### config.mk
export PLATFORM = sky130hd
export DESIGN_NAME = instr_fetch
export DESIGN_NICKNAME = d
export VERILOG_FILES = /design/src/rtl/instr_fetch.sv
export SDC_FILE = /design/constraint.sdc
export NUM_CORES = 1
export LEC_CHECK = 0
export BUFFER_PORTS_ARGS = -buffer_cell sky130_fd_sc_hd__clkbuf_2
export CAP_MARGIN = 20
export CORE_ASPECT_RATIO = 0.75
export CORE_MARGIN = 1
export CORE_UTILIZATION = 48
export CTS_BUF_LIST = sky130_fd_sc_hd__clkbuf_4
export DETAILED_ROUTE_END_ITERATION = 8
export PLACE_DENSITY = 0.82
export SYNTH_ARGS = -nofsm -noshare
export SYNTH_HDL_FRONTEND = slang
export SYNTH_SLANG_ARGS = --single-unit
### constraint.sdc
create_clock -name clk -period 2.91 [get_ports clk]
set_clock_uncertainty 0.05 [all_clocks]
set_input_delay 0.1455 -clock clk [delete_from_list [all_inputs] [get_ports clk]]
set_output_delay 0.1455 -clock clk [all_outputs]
set_load 0.02 [all_outputs]
### src/rtl/instr_fetch.sv
// ---------------------------------------------------------------------------
// instr_fetch
//
// Front end of the processor. It presents the program counter straight to a
// synchronous instruction memory, pairs each returned word with the address
// it came from, and decides which returned words may be executed.
//
// A program begins with a one-cycle PRIME bubble that covers the memory
// latency. In RUN, one instruction is delivered per cycle. A taken branch
// discards the wrong-path word that is already in flight. Delivering
// HALT_CODE stops the program.
//
// Parameters
//   A          program address width (matches the program counter)
//   W          instruction width
//   HALT_CODE  instruction encoding that ends a program
//
// Ports
//   clk           single clock, rising edge
//   Reset         synchronous, active-high reset
//   Start         one-cycle pulse: begin or restart a program
//   ProgCtr       current program counter value
//   branch_taken  a branch or jump is being applied to the program counter
//   imem_addr     instruction memory read address (equal to ProgCtr)
//   imem_data     memory read data, valid one cycle after its address
//   Instr         fetched instruction (follows imem_data)
//   InstrPC       address that Instr was fetched from
//   instr_valid   Instr is live and may be executed
//   Done          the program has halted
//   fetch_count   valid instructions delivered since the last Start
// ---------------------------------------------------------------------------
module instr_fetch #(
    parameter int            A         = 10,
    parameter int            W         = 9,
    parameter logic [W-1:0]  HALT_CODE = '1
) (
    input  logic          clk,
    input  logic          Reset,
    input  logic          Start,
    input  logic [A-1:0]  ProgCtr,
    input  logic          branch_taken,
    output logic [A-1:0]  imem_addr,
    input  logic [W-1:0]  imem_data,
    output logic [W-1:0]  Instr,
    output logic [A-1:0]  InstrPC,
    output logic          instr_valid,
    output logic          Done,
    output logic [15:0]   fetch_count
);

    typedef enum logic [1:0] {
        IDLE  = 2'd0,
        PRIME = 2'd1,
        RUN   = 2'd2,
        HALT  = 2'd3
    } state_t;

    localparam logic [15:0] COUNT_MAX = 16'hFFFF;

    state_t         state;
    state_t         state_next;
    logic           squash;       // current RUN cycle holds a wrong-path word
    logic           squash_next;
    logic           valid;
    logic           done;
    logic [A-1:0]   instr_pc;
    logic [15:0]    count;

    // The memory is addressed directly by the program counter. The word that
    // comes back one cycle later is therefore paired with the PC registered
    // once.
    assign imem_addr = ProgCtr;

    // NOTE: Instr is pure wiring from the memory read port. It carries no
    // flop and no reset value; instr_valid qualifies it.
    assign Instr = imem_data;

    assign InstrPC     = instr_pc;
    assign instr_valid = valid;
    assign Done        = done;
    assign fetch_count = count;

    // -----------------------------------------------------------------------
    // Next state and outputs
    // -----------------------------------------------------------------------
    // NOTE: every signal written here gets a default first. Then no path
    // through the case statement leaves a value unassigned, so no latch can
    // be inferred.
    always_comb begin
        state_next  = state;
        squash_next = 1'b0;
        valid       = 1'b0;
        done        = 1'b0;

        unique case (state)
            IDLE: begin
                state_next = IDLE;
            end

            PRIME: begin
                // Memory data is stale for this one cycle.
                state_next = RUN;
            end

            RUN: begin
                valid = !squash;
                if (valid && (imem_data == HALT_CODE)) begin
                    // Halt wins over a simultaneous branch. The halt word
                    // itself is still counted as delivered.
                    state_next = HALT;
                end else if (valid && branch_taken) begin
                    // The word fetched during this cycle is on the wrong path.
                    // A branch raised during a squash cycle is not
                    // qualified by valid, so it is ignored here.
                    squash_next = 1'b1;
                end
            end

            HALT: begin
                done = 1'b1;
            end

            default: begin
                state_next = IDLE;
            end
        endcase

        // A restart overrides halt and squash from any state.
        if (Start) begin
            state_next  = PRIME;
            squash_next = 1'b0;
        end
    end

    // -----------------------------------------------------------------------
    // State registers
    // -----------------------------------------------------------------------
    // NOTE: sequential state uses non-blocking assignments only. Then every
    // flop samples the values from before the edge, whatever order the
    // statements are written in.
    always_ff @(posedge clk) begin
        if (Reset) begin
            state    <= IDLE;
            squash   <= 1'b0;
            instr_pc <= '0;
            count    <= '0;
        end else begin
            state    <= state_next;
            squash   <= squash_next;
            instr_pc <= ProgCtr;

            if (Start) begin
                count <= '0;
            end else if (valid && (count != COUNT_MAX)) begin
                // Saturate instead of wrapping.
                count <= count + 16'd1;
            end
        end
    end

endmodule

==> qor.csv <==
metric,value,unit
grt_pass1_vias,1342,
root_buffer,clkbuf_4,
avgSynthCellArea,8.88,µm²
final_util,0.636,
antenna_left,0,
syn_area,1530,µm²
postCtsSetupBuffers,0,
synth.area.top_cells,"dfxtp_1 38%, buf_4 9.3%, mux2i_1 8.5%",
rows,17,
cp.arrival,2.45,ns
rsz0062_at_grt,no,
peakVddDrop,0.312,mV
vias,1466,
synth-simple-area-share,0.285,
regToRegEndpoint,fetch_count[11],
diodes,0,
cts_repair_resize_count,0,
drv_cap,0,
synth_fa_ha_area_frac,0.0410,
cp.required,3.12,ns
clockBufferDepth,2,
insertion_delay,0.32,ns
ioPinCount,70,
tightest_slew,0.603,ns
rr_startpoint,state[0],
worst_path_largest_cell_delay,0.51,ns
tns,0,ns
min_period_over_period,0.770,
synth.distinct_cells,37,
synth_nets,200,
synth_common_cells,"29 x dfxtp_1, 22 x nand2_1, 19 x buf_4, 13 x mux2i_1, 12 x a21oi_1",
drive_gt1_frac,0.352,
status,completed,
initial_utilization,0.513,
synth_flop_cell,dfxtp_1,
grt.overflow.total,0,
synth-compound-area-share,0.0909,
placed_cells,257,
ff2ff_path_depth,6,
antenna_found_initial,0,
dieArea,3410,µm²
ys_async_sr_fraction,0,
slew_viol_final,0,
cp-end-kind,register,
port_buffers,69,
synth_top_family_by_area,simple AND/OR/NAND/NOR gates,
ys_seq_elements,29,
holdCritStartpoint,ProgCtr[4],
fin_nets,261,
grt_max_degree,25,
slew_headroom,0.594,
fp.dieH,50.9,µm
crit_chain,"inv_1, ha_1, and4b_1, or4b_4, or4_1, a21oi_1",
viasPerCell,5.41,
power.leakage,0.840,nW
hold_viol,0,
clk_pin_slew,0.09,ns
wirelength,3.51,mm
hold_class,input pin to register,
synth_top_cell_area_share,0.380,
cp_max_fo,6,
synth_most_common_cell,dfxtp_1,
cts_sinks,29,
hold_slack,0.00862,ns
layout.cells.non_filler,271,
core_area,2980,µm²
p_per_area,396,nW/µm²
whs_path_depth,2,
synthXorXnorAreaFrac,0,
worstSetupPathType,register to register,
rrSetupSlack,0.67,ns
period_minus_slack,2.24,ns
first_pass_iters,4,
power,0.750,mW
avgRoutedWirePerCell,12.9,µm
drt_first_iter_violations,87,
cts-buffers-inserted,5,
start_kind,register,
synthMuxAreaShare,0.0852,
synth_edf_count,0,
grt_usage,0.223,
synth_largest_area_cell,dfxtp_1,
ys_warn_count,0,
fmax,446,MHz
min_to,InstrPC[4],
cp_slowest_cell,or4b_4,
post-dp-hpwl,2.49,mm
syn2layout_area_growth,23.9,%
ys_seq_area_frac,0.380,
dieWidth,67.1,µm
gp_congestion,0.865,
setup_viol,0,
drc_errors,0,
grt_pass1_wl,5.75,mm
synthCells,172,
cts_tree,built,
h-tree-depth,2,
[stage by stage]
stage,cell area (µm²),worst slack (ns)
after floorplan,1530,0.891
after global placement,1770,0.795
final,1890,0.669
after CTS,1890,0.714
after detailed placement,1770,0.738
after global routing,1890,0.606
[worst max-delay path: cells and delay by family, from the launching register on]
kind                       cells  cell delay [ns]
and+or+nand+nor                3             1.32
DFF                            1             0.35
adders and majority gates      1             0.23
AOI/OAI and AO/OA              1             0.15
buffers and inverters          1             0.09
[report_power, final]
group,switching (mW),internal [mW]
clock,0.136,0.0866
sequential,0.00378,0.406
combinational,0.0696,0.0479
total,0.209,0.541
[state kept, by name, summed over array words and instances, names as in the netlist]
register and count:
fetch_count 16, squash 1, InstrPC 10, state 2
[cell type report]
type                            count  area, µm²
Fill cell                         276       1080
Multi-Input combinational cell    114        767
Sequential cell                    29        581
Timing Repair Buffer               78        430
Tap cell                           38       47.5
Clock buffer                        5       37.5
Inverter                            5       18.8
Clock inverter                      2       11.3
[cell families after synthesis]
| group | count (synthesis) |
|---|---|
| muxes | 13 |
| and+or+nand+nor | 74 |
| buffers and inverters | 29 |
| adders and majority gates | 5 |
| AOI/OAI and AO/OA | 22 |
| DFF | 29 |
[worst max path at each step]
stage / from / end / slack [ns] / cells past startpoint
global placement: state[0] / fetch_count[11] / 0.79 / 6
detailed placement: state[0] / fetch_count[11] / 0.74 / 6
global route: state[0] / fetch_count[11] / 0.61 / 6
floorplan: state[0] / fetch_count[11] / 0.89 / 6
finish: state[0] / fetch_count[11] / 0.67 / 6
CTS: state[0] / fetch_count[11] / 0.71 / 6
[layer usage]
metal	part of all wire	GRT usage	vias up	wire length (µm)
met1	0.46	0.283	678	1610
met5	0	0	-	0
met4	0.0071	0.0745	0	25
li1	-	-	720	-
met3	0.073	0.0625	5	256
met2	0.46	0.360	63	1620
[timing repair]
item                                    CTS  global route
endpoints found under the setup margin    0             0
hold endpoints to repair                  7             0
hold buffers                              7             0
[layout by cell type, fill, tap and decap left out, types with 7 or more instances in the layout]
| master | count |
|---|---|
| a21oi_1 | 12 |
| clkbuf_2 | 69 |
| dfxtp_1 | 29 |
| dlygate4sd3_1 | 7 |
| mux2i_1 | 13 |
| nand2_1 | 22 |
| nor2b_1 | 10 |
| or3_1 | 11 |
(Power assumes the default switching activity.)
